==> src/rtl/imm_stage_buf.sv <==
// RISC-V decode immediate generator, registered behind a two-entry skid buffer.
// Carries a side-band tag, supports flush, and counts reserved-type entries.
module imm_stage_buf #(
   parameter int XLEN  = 32,
   parameter int TAG_W = 5
) (
   input  logic             CPU_CLK,
   input  logic             CPU_RST_N,
   input  logic             in_valid,
   output logic             in_ready,
   input  logic [24:0]      in_instr,
   input  logic [2:0]       in_type,
   input  logic [TAG_W-1:0] in_tag,
   input  logic             flush,
   output logic             out_valid,
   input  logic             out_ready,
   output logic [XLEN-1:0]  out_imm,
   output logic [TAG_W-1:0] out_tag,
   output logic             out_illegal,
   output logic [15:0]      illegal_cnt
);

   localparam logic [2:0] TY_I   = 3'd1;
   localparam logic [2:0] TY_S   = 3'd2;
   localparam logic [2:0] TY_B   = 3'd3;
   localparam logic [2:0] TY_U   = 3'd4;
   localparam logic [2:0] TY_J   = 3'd5;
   localparam logic [2:0] TY_Z   = 3'd6;
   localparam logic [2:0] TY_ILL = 3'd7;

   // Fill state is {skid valid, main valid}
   localparam logic [1:0] ST_EMPTY = 2'b00;
   localparam logic [1:0] ST_ONE   = 2'b01;
   localparam logic [1:0] ST_FULL  = 2'b11;

   logic             r_mainValid;
   logic             r_skidValid;
   logic             r_inReady;
   logic [XLEN-1:0]  r_mainImm;
   logic [TAG_W-1:0] r_mainTag;
   logic             r_mainIll;
   logic [XLEN-1:0]  r_skidImm;
   logic [TAG_W-1:0] r_skidTag;
   logic             r_skidIll;
   logic [15:0]      r_illCnt;

   logic             w_b31;
   logic [31:0]      w_imm32;
   logic [XLEN-1:0]  w_imm;
   logic             w_illegal;
   logic             w_accept;
   logic             w_consume;
   logic [1:0]       w_state;

   // in_instr[k] holds instruction bit k+7
   assign w_b31 = in_instr[24];

   always_comb begin
      w_imm32   = 32'd0;
      w_illegal = 1'b0;
      case (in_type)
         TY_I:    w_imm32 = {{20{w_b31}}, in_instr[24:13]};
         TY_S:    w_imm32 = {{20{w_b31}}, in_instr[24:18], in_instr[4:0]};
         TY_B:    w_imm32 = {{20{w_b31}}, in_instr[0], in_instr[23:18], in_instr[4:1], 1'b0};
         TY_U:    w_imm32 = {in_instr[24:5], 12'd0};
         TY_J:    w_imm32 = {{12{w_b31}}, in_instr[12:5], in_instr[13], in_instr[23:14], 1'b0};
         TY_Z:    w_imm32 = {27'd0, in_instr[12:8]};
         TY_ILL:  w_illegal = 1'b1;
         default: w_imm32 = 32'd0;
      endcase
   end

   // Bit 31 of every 32-bit form is already the correct extension bit
   generate
      if (XLEN == 64) begin : g_x64
         assign w_imm = {{32{w_imm32[31]}}, w_imm32};
      end else begin : g_x32
         assign w_imm = w_imm32;
      end
   endgenerate

   assign w_accept  = in_valid & r_inReady & ~flush;
   assign w_consume = r_mainValid & out_ready;
   assign w_state   = {r_skidValid, r_mainValid};

   always_ff @(posedge CPU_CLK) begin
      if (!CPU_RST_N) begin
         r_mainValid <= 1'b0;
         r_skidValid <= 1'b0;
         r_inReady   <= 1'b1;
         r_mainImm   <= '0;
         r_mainTag   <= '0;
         r_mainIll   <= 1'b0;
         r_skidImm   <= '0;
         r_skidTag   <= '0;
         r_skidIll   <= 1'b0;
      end else if (flush) begin
         r_mainValid <= 1'b0;
         r_skidValid <= 1'b0;
         r_inReady   <= 1'b1;
      end else begin
         case (w_state)
            ST_EMPTY: begin
               if (w_accept) begin
                  r_mainValid <= 1'b1;
                  r_mainImm   <= w_imm;
                  r_mainTag   <= in_tag;
                  r_mainIll   <= w_illegal;
               end
            end
            ST_ONE: begin
               if (w_accept && w_consume) begin
                  r_mainImm <= w_imm;
                  r_mainTag <= in_tag;
                  r_mainIll <= w_illegal;
               end else if (w_accept) begin
                  r_skidValid <= 1'b1;
                  r_inReady   <= 1'b0;
                  r_skidImm   <= w_imm;
                  r_skidTag   <= in_tag;
                  r_skidIll   <= w_illegal;
               end else if (w_consume) begin
                  r_mainValid <= 1'b0;
               end
            end
            ST_FULL: begin
               if (w_consume) begin
                  r_skidValid <= 1'b0;
                  r_inReady   <= 1'b1;
                  r_mainImm   <= r_skidImm;
                  r_mainTag   <= r_skidTag;
                  r_mainIll   <= r_skidIll;
               end
            end
            default: begin
               r_mainValid <= 1'b0;
               r_skidValid <= 1'b0;
               r_inReady   <= 1'b1;
            end
         endcase
      end
   end

   // Survives flush on purpose; only reset clears it
   always_ff @(posedge CPU_CLK) begin
      if (!CPU_RST_N) begin
         r_illCnt <= 16'd0;
      end else if (w_accept && w_illegal && (r_illCnt != 16'hFFFF)) begin
         r_illCnt <= r_illCnt + 16'd1;
      end
   end

   assign in_ready    = r_inReady;
   assign out_valid   = r_mainValid;
   assign out_imm     = r_mainImm;
   assign out_tag     = r_mainTag;
   assign out_illegal = r_mainIll;
   assign illegal_cnt = r_illCnt;

endmodule

==> config.mk <==
export PLATFORM = sky130hd
export DESIGN_NAME = imm_stage_buf
export DESIGN_NICKNAME = d
export VERILOG_FILES = /design/src/rtl/imm_stage_buf.sv
export SDC_FILE = /design/constraint.sdc
export NUM_CORES = 1
export LEC_CHECK = 0
export ABC_AREA = 1
export CAP_MARGIN = 20
export CELL_PAD_IN_SITES_DETAIL_PLACEMENT = 1
export CELL_PAD_IN_SITES_GLOBAL_PLACEMENT = 2
export CORE_ASPECT_RATIO = 1.25
export CORE_MARGIN = 4
export CORE_UTILIZATION = 31
export CTS_BUF_LIST = sky130_fd_sc_hd__clkbuf_2 sky130_fd_sc_hd__clkbuf_4 sky130_fd_sc_hd__clkbuf_8
export CTS_CLUSTER_SIZE = 8
export DETAILED_ROUTE_END_ITERATION = 7
export GPL_TIMING_DRIVEN = 0
export PLACE_DENSITY = 0.95
export SLEW_MARGIN = 0
export SYNTH_ARGS = -nofsm -noshare
export SYNTH_HDL_FRONTEND = slang
export SYNTH_SLANG_ARGS = --single-unit
==> constraint.sdc <==
create_clock -name CPU_CLK -period 2.35 [get_ports CPU_CLK]
set_input_delay 0.47 -clock CPU_CLK [delete_from_list [all_inputs] [get_ports CPU_CLK]]
set_output_delay 0.47 -clock CPU_CLK [all_outputs]
set_load 0.01 [all_outputs]
==> results.ini, run 1 <==
[status]
outcome = complete, no violations

[clock_tree]
cts_post_setup_buffers_inserted = 0
clock_root_buffer = clkbuf_8
cts.hold.buffers_added = 0
clock-sinks = 95
cts-resized-gates = 0
tritoncts.num_buffers = 9
clock_insertion_delay_at_the_later_pin_of_the_skew_report_ns = 0.39
path_clk_slew_ns = 0.09
tritoncts = built
clock_path_buffers = 2
cts_htree_levels = 3

[timing]
fmax_ghz = 0.505
final_period_minus_worst_setup_slack_ns = 1.98
max_slew_violation_total_from_the_final_report = 0
final.setup.worst_slack_ns = 0.370
timing_worst_slew_pin_value_ns = 0.595
final_hold_viol_count = 0
setup_viol = 0
setup_repair_after_global_routing_missed_its_margin = no
clock-skew-final_ns = 0.0152
share_of_the_clock_period_used_by_the_worst_path_after_layout_pct = 84.3
slew_headroom_pct = 60.2

[routing]
wire_per_inst_um = 16.4
drtAntennaViolNets = 0
totalWireLength_um = 16200
remaining_drc_errors = 0
route.detailed.vias_per_inst = 5.04
drt-pass1-iter-count = 4
detailedRoute.firstIterationViolations = 230
vias = 4970

[placed_design]
placedInstanceArea_mm2 = 0.00584
place_hpwl_um = 12600
routabilityCongestion = 0.923
place_ws_ns = -0.0411
io_buffers = 92

[grt]
pin_count_of_the_biggest_net_entering_global_routing = 16
globalRoute.busiestLayer = met2
groute.layer.met2.usage_pct = 34.0
grtUsageMet3_pct = 2.92
wire_length_of_the_first_global_routing_pass_um = 25800
grt_use_total_pct = 18.7
antenna_found_initial = 0
vias_in_the_first_global_route = 5082
gr-usage-met1_pct = 21.7
grt.overflow.total = 0

[cells_and_area]
antenna-diode-count = 0
nNetsFinal = 840
post_route_cells_drive_above_1_share_pct = 6.96
areaGrowthSynthToFinish_pct = 28.6
layout.filler_cells = 1951
layout.cell_area.non_filler_mm2 = 0.00603

[power]
cellInternalPower_mw = 2.34
powerDensity_mw_per_mm2 = 538
sequential_fraction_of_design_power_pct = 51.5
max-vdd-ir-drop_mv = 0.223
totalPowerFinal_mw = 3.24
switching_fraction_of_total_power_pct = 27.8
power.switching_mw = 0.901
static_leak_nw = 2.49
power.combinational.fraction_pct = 13.9
power.clock.fraction_pct = 34.6

[synth]
post_syn_instances = 698
syn-mean-instance-area_um2 = 6.72
post_synth_num_cell_types = 30
yosysSeqAreaShare_pct = 40.6
syn_area_mm2 = 0.00469
mappedNetlistNets = 737
synth_seq_cells = 95
ys_warn_count = 0

[worst_hold_path]
timing.hold.worst.class = reg2reg

[setup_path]
cp-start-kind = input port
cp_data_arrival_time_ns = 2.25
cp_data_required_time_ns = 2.62
critPathKind = in2reg
peak_fanout_along_the_critical_path = 10
setup.worst_path.end_class = flop

[die]
core_area_mm2 = 0.0149
floorplan.die.width_um = 118
floorplan.rows = 50
initial_core_util_pct = 31.5
floorplan.die_area_mm2 = 0.0172
fp.dieH_um = 145
floorplan.io_pins = 94

[flow_run]
drv_cap = 0

-- cell type report --
cell class,count,area [um2],share of cell area [%]
flip-flops and latches,95,1900,31.6
clock inverters,5,58.8,0.976
multi-input cells,490,2310,38.3
well taps,182,228,3.78
clock buffers,10,131,2.18
plain buffers,43,215,3.57
repair buffers,92,921,15.3
inverters,70,265,4.40
-- worst paths after layout --
kind                            depth (start not counted)  slack, ns          from            to
worst min-delay path                                    2       0.45  r_skidTag[0]  r_skidTag[0]
worst max register to register                          8       0.55      in_ready   out_imm[19]
worst min register to register                          2       0.45  r_skidTag[0]  r_skidTag[0]
worst max-delay path                                    9       0.37      in_valid   out_imm[19]
-- placed cells by master, fill, tap and decap left out, drive strengths merged, types with 5 or more instances in the layout --
cell,netlist,routed
a211oi,6,6
a21oi,90,90
a31oi,5,5
buf,24,24
clkbuf,19,29
clkdlybuf4s50,0,92
dfxtp,95,95
inv,70,71
nand2,183,183
nand3,41,41
nand4,7,7
nor2,68,68
nor3,7,7
o21a,12,12
o21ai,58,58
xor2,6,6
-- through the flow --
stage | cells | setup TNS, ns | hold slack (ns) | utilization, %
final | 987 | 0 | 0.455 | 40.5
after global routing | 987 | 0 | 0.476 | 40.5
after CTS | 987 | 0 | 0.458 | 40.5
after detailed placement | 972 | -0.0881 | 0.445 | 39.2
after global placement | 972 | -0.0626 | 0.434 | 39.2
after floorplan | 698 | 0 | 0.425 | -
-- registers in the layout, summed over array words and instances, names as in the netlist, 5 cells and up --
signal / flops
out_imm: 32
r_skidImm: 32
illegal_cnt: 16
out_tag: 5
r_skidTag: 5
-- cell usage after synthesis, drive strengths merged --
| cell | count | share of area, % |
|---|---|---|
| o21ai | 58 | 6.3 |
| buf | 24 | 3.1 |
| xnor2 | 2 | 0.37 |
| nor2 | 68 | 6.3 |
| o21a | 12 | 1.9 |
| or2 | 1 | 0.13 |
| nand2 | 183 | 15 |
| xor2 | 6 | 1.1 |
| nand3 | 41 | 4.4 |
| a211oi | 6 | 0.96 |
| a31oi | 5 | 0.67 |
| dfxtp | 95 | 41 |
| o21bai | 1 | 0.16 |
| a21oi | 90 | 9.8 |
| o211ai | 2 | 0.32 |
| clkbuf | 19 | 1.5 |
| inv | 70 | 5.7 |
| ha | 1 | 0.27 |
| nor3 | 7 | 0.75 |
| nand4 | 7 | 0.93 |
-- metal layers --
layer	vias to the layer above	part of all wire [%]
met5	-	0
met2	115	51
met4	0	2.7
met1	2367	43
met3	28	3.6
li1	2460	-
-- cell families after synthesis --
| logic type | synth area share (%) |
|---|---|
| adder cells (fa/ha/maj) | 0.267 |
| XOR/XNOR | 1.49 |
| buffers and inverters | 10.2 |
| flip-flops | 40.6 |
| AND/OR/NAND/NOR | 27.4 |
| AO/OA/AOI/OAI | 20.1 |
-- worst max-delay path, cell delays in order --
cell             delay, ns
clkdlybuf4s50_1       0.49
nand2_1               0.07
nor2_2                0.17
nand2_1               0.08
nand2_1               0.18
nand2_2               0.20
buf_2                 0.26
a211oi_1              0.26
nor2_1                0.08
-- power by group through the flow --
| stage | sequential, mW | clock [mW] | combinational, mW |
|---|---|---|---|
| after floorplan | 1.72 | 0 | 0.212 |
| after detailed placement | 1.71 | 0 | 0.452 |
| after global placement | 1.71 | 0 | 0.443 |
| after CTS | 1.67 | 1.16 | 0.453 |
| after global routing | 1.68 | 1.22 | 0.497 |
| final | 1.67 | 1.12 | 0.449 |
No activity file was read; power rests on OpenSTA's default activity.
==> run 2, diff against run 1 <==
CORE_UTILIZATION = 26   (was 31)
PLACE_DENSITY = 0.88   (was 0.95)
clock period = 1.8 ns   (was 2.35 ns; I/O delays follow)
==> run 2 against run 1 <==
Count of clock-buffer cells in the layout is 1 lower. Sequential share of layout area is 0.40 points lower. Clock skew is 0.0044 ns lower. Via count is 3.0% lower. Combinational power is 35% higher. Non-clock buffer count is 4 higher. Worst setup slack worse by 0.32 ns. Clock power is 19% higher. Largest cell class unchanged. Highest routed layer unchanged.
==> results.ini, run 2 (synthesized netlist as in run 1, its figures left out) <==
[die]
core_area_mm2 = 0.0176
floorplan.die.width_um = 128
floorplan.rows = 54
initial_core_util_pct = 26.7
floorplan.io_pins = 94
fp.dieH_um = 158
floorplan.die_area_mm2 = 0.0203

[placed_design]
placedInstanceArea_mm2 = 0.00589
io_buffers = 92
placed_cells_incl_taps = 1014
place_ws_ns = -0.477
routabilityCongestion = 0.824
place_hpwl_um = 12700

[setup_path]
critical_path.top_delay_family = buffers and inverters
critical_path.n_buffers_inverters = 1
r2r_setup_slack_ns = 0.11
critical_path.slowest_cell = clkdlybuf4s50_1
critPathKind = reg2out
sequence_of_cells_on_the_critical_path = clkdlybuf4s50_1
cp_data_arrival_time_ns = 1.39
timing.critical_path.slowest_cell_delay_ns = 0.57
cp-start-kind = flop
peak_fanout_along_the_critical_path = 5
setup.worst_path.end_class = output port
cp_data_required_time_ns = 1.44

[timing]
timing_worst_slew_pin_value_ns = 0.630
final_period_minus_worst_setup_slack_ns = 1.75
slew_headroom_pct = 58.0
hold-worst-slack_ns = 0.455
fmax_ghz = 0.573
clock-skew-final_ns = 0.0108
setup_repair_after_global_routing_missed_its_margin = no
share_of_the_clock_period_used_by_the_worst_path_after_layout_pct = 97.0
timing.setup.tns_ns = 0
setup_viol = 0
max_slew_violation_total_from_the_final_report = 0
final_hold_viol_count = 0
final.setup.worst_slack_ns = 0.0548

[status]
outcome = complete, no violations

[power]
sequential_fraction_of_design_power_pct = 53.0
power.combinational.fraction_pct = 14.7
switching_fraction_of_total_power_pct = 29.5
totalPowerFinal_mw = 4.11
max-vdd-ir-drop_mv = 0.281
powerDensity_mw_per_mm2 = 668
cellInternalPower_mw = 2.90
power.switching_mw = 1.21
power.clock.fraction_pct = 32.3
static_leak_nw = 2.53

[cells_and_area]
final_core_util_pct = 35.0
nNetsFinal = 844
layout.cells.most_common = nand2_1
layout.cell_area.non_filler_mm2 = 0.00616
final-instance-count-excl-fill = 1032
mostFrequentLayoutCells = nand2_1, clkdlybuf4s50_1, a21oi_1, dfxtp_1, inv_1
areaGrowthSynthToFinish_pct = 31.3
antenna-diode-count = 0
post_route_cells_drive_above_1_share_pct = 9.90

[routing]
vias = 4823
drtAntennaViolNets = 0
route.detailed.vias_per_inst = 4.67
wire_per_inst_um = 16.2
drt-pass1-iter-count = 4
remaining_drc_errors = 0
totalWireLength_um = 16700
detailedRoute.firstIterationViolations = 183

[clock_tree]
path_clk_slew_ns = 0.10
tritoncts.num_buffers = 9
clock_root_buffer = clkbuf_8
clock_insertion_delay_at_the_later_pin_of_the_skew_report_ns = 0.39
clock_path_buffers = 2
tritoncts = built
clock-sinks = 95
cts_htree_levels = 3

[flow_run]
drv_cap = 0

[grt]
grt.overflow.total = 0
grt_use_total_pct = 16.9
wire_length_of_the_first_global_routing_pass_um = 26700
pin_count_of_the_biggest_net_entering_global_routing = 16
vias_in_the_first_global_route = 5030
antenna_found_initial = 0

[worst_hold_path]
timing.hold.worst.class = reg2reg

==> run 2: changes by cell type in the layout (fill, tap and decap cells not counted), moves of 3 or more <==
cell	before	now
clkbuf_1	19	14
buf_4	2	5
dfxtp_2	0	10
clkbuf_2	0	4
dfxtp_1	95	84
==> run 2: what timing repair did <==
| item | 4_1_cts | 5_1_grt |
|---|---|---|
| hold buffers | 0 | 0 |
| pin swaps | 0 | 2 |
| buffers inserted | 0 | 4 |
| resized for setup | 6 | 33 |
| setup endpoints to repair | 13 | 89 |
==> run 2: path summary, 6_finish.rpt <==
| kind | start | end | cells past startpoint |
|---|---|---|---|
| max | illegal_cnt[8] | illegal_cnt[8] | 1 |
| min | r_skidImm[6] | r_skidImm[6] | 2 |
| max reg2reg | illegal_cnt[0] | illegal_cnt[11] | 10 |
| min reg2reg | r_skidImm[6] | r_skidImm[6] | 2 |
==> run 2: final cells by class <==
cell class                      count  area (um2)
Inverter                           70         272
Clock buffer                        9         124
Clock inverter                      5        36.3
Timing Repair Buffer               96         956
Multi-Input combinational cell    490        2330
Tap cell                          224         280
Buffer                             43         236
Fill cell                        2256       11400
Sequential cell                    95        1920
==> run 2: metal layers <==
metal	wire (um)	global-route usage, %	vias up
li1	-	-	2463
met1	7380	20.6	2262
met2	8550	30.7	85
met3	546	2.33	13
met4	223	5.21	0
met5	0	0	-
==> run 2: power by group through the flow <==
| stage | Combinational [mW] | Clock, mW | Sequential [mW] |
|---|---|---|---|
| after global placement | 0.591 | 0 | 2.23 |
| after floorplan | 0.277 | 0 | 2.24 |
| after detailed placement | 0.596 | 0 | 2.23 |
| after global routing | 0.674 | 1.46 | 2.19 |
| final | 0.605 | 1.33 | 2.18 |
| after CTS | 0.600 | 1.39 | 2.18 |
==> run 3, diff against run 2 <==
GPL_TIMING_DRIVEN = 1   (was 0)
==> run 3 against run 2 <==
First-iteration DRC count up 14%. Clock power grew 4%. Critical endpoint is now out_imm[17]. Hold slack hardly changed. Largest cell class unchanged. Cell area is 3.0% higher. Largest power group unchanged. Routed wire length down 11%. Register-to-register slack gained 0.16 ns.
==> results.ini, run 3 (synthesized netlist as in run 1, its figures left out) <==
[clock_tree]
clock_insertion_delay_at_the_later_pin_of_the_skew_report_ns = 0.38
clock-sinks = 95
path_clk_slew_ns = 0.10
clock_root_buffer = clkbuf_8
clock_path_buffers = 2
tritoncts = built
cts.hold.buffers_added = 0
cts_post_setup_buffers_inserted = 0
cts-resized-gates = 3
cts_htree_levels = 3
tritoncts.num_buffers = 9

[die]
floorplan.io_pins = 94
fp.dieH_um = 158
floorplan.die.width_um = 128
floorplan.rows = 54
initial_core_util_pct = 26.7
core_area_mm2 = 0.0176
floorplan.die_area_mm2 = 0.0203

[timing]
final_hold_viol_count = 0
setup_repair_after_global_routing_missed_its_margin = no
fmax_ghz = 0.583
hold-worst-slack_ns = 0.456
max_slew_violation_total_from_the_final_report = 0
setup_viol = 0
slew_headroom_pct = 76.7
final.setup.worst_slack_ns = 0.0842
final_period_minus_worst_setup_slack_ns = 1.72
clock-skew-final_ns = 0.0145
share_of_the_clock_period_used_by_the_worst_path_after_layout_pct = 95.3
timing_worst_slew_pin_value_ns = 0.348

[routing]
vias = 4796
route.detailed.vias_per_inst = 4.63
remaining_drc_errors = 0
wire_per_inst_um = 14.4
totalWireLength_um = 14900
drtAntennaViolNets = 0
detailedRoute.firstIterationViolations = 209
drt-pass1-iter-count = 4

[setup_path]
setup.worst_path.end_class = output port
critical_path.top_delay_family = buffers and inverters
cp_data_arrival_time_ns = 1.36
timing.critical_path.slowest_cell_delay_ns = 0.61
cp_data_required_time_ns = 1.44
critical_path.slowest_cell = clkdlybuf4s50_1
critPathKind = reg2out
peak_fanout_along_the_critical_path = 2
critical_path.n_buffers_inverters = 1
sequence_of_cells_on_the_critical_path = clkdlybuf4s50_1
cp-start-kind = flop

[grt]
antenna_found_initial = 0
grt.overflow.total = 0
vias_in_the_first_global_route = 4964
grt_use_total_pct = 15.4
pin_count_of_the_biggest_net_entering_global_routing = 34
wire_length_of_the_first_global_routing_pass_um = 25000

[cells_and_area]
mostFrequentLayoutCells = nand2_1, clkdlybuf4s50_1, a21oi_1, dfxtp_1, inv_1
layout.filler_cells = 2219
areaGrowthSynthToFinish_pct = 35.3
post_route_cells_drive_above_1_share_pct = 11.8
antenna-diode-count = 0
storage_element_area_mm2 = 0.00192
multiInputGateArea_mm2 = 0.00231
final_core_util_pct = 36.1
layout.cells.most_common = nand2_1
nNetsFinal = 847

[placed_design]
place_ws_ns = -0.262
place_hpwl_um = 11100
io_buffers = 93
routabilityCongestion = 0.805

[power]
power.switching_mw = 1.15
sequential_fraction_of_design_power_pct = 52.2
static_leak_nw = 2.67
powerDensity_mw_per_mm2 = 658
power.combinational.fraction_pct = 14.8
totalPowerFinal_mw = 4.18
cellInternalPower_mw = 3.02
power.clock.fraction_pct = 33.0
max-vdd-ir-drop_mv = 0.288
switching_fraction_of_total_power_pct = 27.6

[status]
outcome = complete, no violations

[worst_hold_path]
timing.hold.worst.class = reg2reg

[flow_run]
drv_cap = 0

## run 3: cell type report
type / count / share of cell area [%]
Multi-Input combinational cell: 490 / 36.5
Sequential cell: 95 / 30.2
Timing Repair Buffer: 142 / 21.8
Tap cell: 224 / 4.42
Inverter: 70 / 4.18
Clock buffer: 11 / 2.39
Clock inverter: 4 / 0.474
## run 3: routing by layer
layer,track usage (%),wire length (um),up-vias
li1,-,-,2473
met1,19.4,7000,2220
met2,26.4,7130,87
met3,3.27,527,16
met4,4.65,232,0
met5,0,0,-
## run 3: worst paths after layout
kind	start	to	slack [ns]	cells after the start
setup / recovery	out_imm[17]	out_imm[17]	0.08	1
hold / removal	r_skidImm[31]	r_skidImm[31]	0.46	2
setup reg to reg	illegal_cnt[1]	illegal_cnt[0]	0.27	9
hold reg to reg	r_skidImm[31]	r_skidImm[31]	0.46	2
## run 3: power groups by stage
| stage | Clock (mW) | Sequential (mW) | Combinational (mW) |
|---|---|---|---|
| 6_report | 1.38 | 2.18 | 0.619 |
| 5_1_grt | 1.53 | 2.19 | 0.697 |
| 4_1_cts | 1.45 | 2.18 | 0.631 |
| 3_5_place_dp | 0 | 2.23 | 0.629 |
| 3_3_place_gp | 0 | 2.23 | 0.623 |
| 2_1_floorplan | 0 | 2.24 | 0.277 |
## run 3: stage by stage
| stage | cell area (um2) | TNS, ns | instances |
|---|---|---|---|
| 3_3_place_gp | 6140 | -8.37 | 1021 |
| 4_1_cts | 6330 | 0 | 1036 |
| 3_5_place_dp | 6140 | -12.56 | 1021 |
| 6_report | 6340 | 0 | 1036 |
| 2_1_floorplan | 4690 | 0 | 698 |
| 5_1_grt | 6340 | 0 | 1036 |
==> RTL edit, RTL diff (settings of run 2) <==
Set the parameter `XLEN` to 64 (it was 32).
--- a/src/rtl/imm_stage_buf.sv
+++ b/src/rtl/imm_stage_buf.sv
@@ -1,7 +1,7 @@
 // RISC-V decode immediate generator, registered behind a two-entry skid buffer.
 // Carries a side-band tag, supports flush, and counts reserved-type entries.
 module imm_stage_buf #(
-   parameter int XLEN  = 32,
+   parameter int XLEN  = 64,
    parameter int TAG_W = 5
 ) (
    input  logic             CPU_CLK,
Ports: changed (resized out_imm); port bits go from 94 to 126. The function was not compared with the original's and may differ.
==> RTL edit against run 2 <==
  * Utilization grew 0.81 points
  * Sequential cell count unchanged
  * Setup slack improved by 0.011 ns
  * Non-clock buffer count is 60 higher
  * Final cell count rose by 7.1%
  * Design area grew 10%
  * Wire length grew 4.4%
  * Area after synthesis increased by 7.5%
  * Worst hold slack got worse by 0.017 ns
  * Count of clock-buffer cells in the layout up 1
  * Power up 5.7%
  * Global-route usage is 0.71 points lower
  * Critical endpoint is now illegal_cnt[14]
  * Largest power group unchanged
  * Highest routed layer unchanged
==> RTL edit: results (changes against run 2) <==
Outcome = finished clean (unchanged)
Post-Place Setup Slack = -0.491 ns (was -0.477 ns)
Switching pwr = 1310 uW (was 1210 uW)
Detailed Place HPWL = 13200 um (was 12700 um)
Post-CTS Resized = 48 (was 6)
Peak VDD IR = 340 uV (was 281 uV)
Cells taking the most area after synthesis = dfxtp_1 (38%), nand2_1 (13%), a21oi_1 (7.9%), buf_4 (5.4%), inv_1 (5.0%) (was dfxtp_1 (41%), nand2_1 (14%), a21oi_1 (9.4%), inv_1 (5.4%), o21ai_0 (5.3%))
Syn nets = 770 (was 737)
Sequential area share after synthesis = 0.377 (was 0.406)
Share of cells above drive strength 1 = 0.158 (was 0.0990)
Leakage = 0.00303 uW (was 0.00253 uW)
WL per Instance = 15.8 um (was 16.2 um)
RePlAce Congestion = 0.823 (was 0.824)
Synth top cells by count = nand2_1 (171), dfxtp_1 (95), a21oi_1 (80), inv_1 (67), nor2_1 (62) (was nand2_1 (179), dfxtp_1 (95), a21oi_1 (88), inv_1 (68), nor2_1 (60))
Total power = 4350 uW (was 4110 uW)
Critical path arrival = 1.37 ns (was 1.39 ns)
Clock skew = 0.0240 ns (was 0.0108 ns)
I/O Buffers = 123 (was 92)
Via count = 5054 (was 4823)
Nets@finish = 906 (was 844)
DP Area = 6560 um^2 (was 5890 um^2)
Hold WC Path Type = primary input to flop (was flop to flop)
Initial DRC Count = 142 (was 183)
Dpl cells = 1086 (was 1014)
Vias in the first global route = 5225 (was 5030)
Initial antenna violation count = 1 (was 0)
Worst slew pin tran = 0.617 ns (was 0.630 ns)
[RTL edit: cell types whose count changed after synthesis, sizes merged, moves of 2 or more]
cell           run 2  this run
clkinv             0         2
o21ai             58        60
clkbuf            19        16
buf               24        57
a21oi             90        87
nand2            183       181
[RTL edit: cell type report]
class	instances	area [um^2]
Buffer	74	480
Inverter	73	275
Timing Repair Buffer	125	1230
Antenna cell	1	2.50
Sequential cell	95	1920
Clock inverter	6	50.0
Clock buffer	10	131
Multi-Input combinational cell	489	2410
Tap cell	232	290
Fill cell	2417	12100
[RTL edit: path summary, 6_finish.rpt]
kind | from | endpoint | slack, ns | cells after the start
worst min-delay path | in_type[1] | r_skidImm[12] | 0.44 | 4
worst max register to register | illegal_cnt[1] | illegal_cnt[9] | 0.14 | 8
worst min register to register | r_skidImm[5] | r_skidImm[5] | 0.45 | 2
worst max-delay path | illegal_cnt[14] | illegal_cnt[14] | 0.07 | 1
[RTL edit: logic make-up (layout without fill, tap and decap cells)]
kind of cell | Yosys count | after routing | synth area share
XOR/XNOR | 8 | 8 | 0.0139
AND/OR/NAND/NOR | 306 | 306 | 0.266
adder cells (fa/ha/maj) | 1 | 1 | 0.00248
flip-flops | 95 | 95 | 0.377
buffers and inverters | 147 | 288 | 0.147
other | 0 | 1 | 0
AO/OA/AOI/OAI | 174 | 174 | 0.193
[RTL edit: metal layers]
layer | wire length [um] | vias to the layer above | GRT usage
li1 | - | 2594 | -
met1 | 7750 | 2349 | 0.198
met2 | 8800 | 94 | 0.291
met3 | 539 | 17 | 0.0219
met4 | 331 | 0 | 0.0543
met5 | 0 | - | 0
[RTL edit: worst min-delay path, cell delays in order]
cell and delay (ns):
buf_4 0.16, nor2_2 0.11, nand2_1 0.09, a31oi_1 0.08
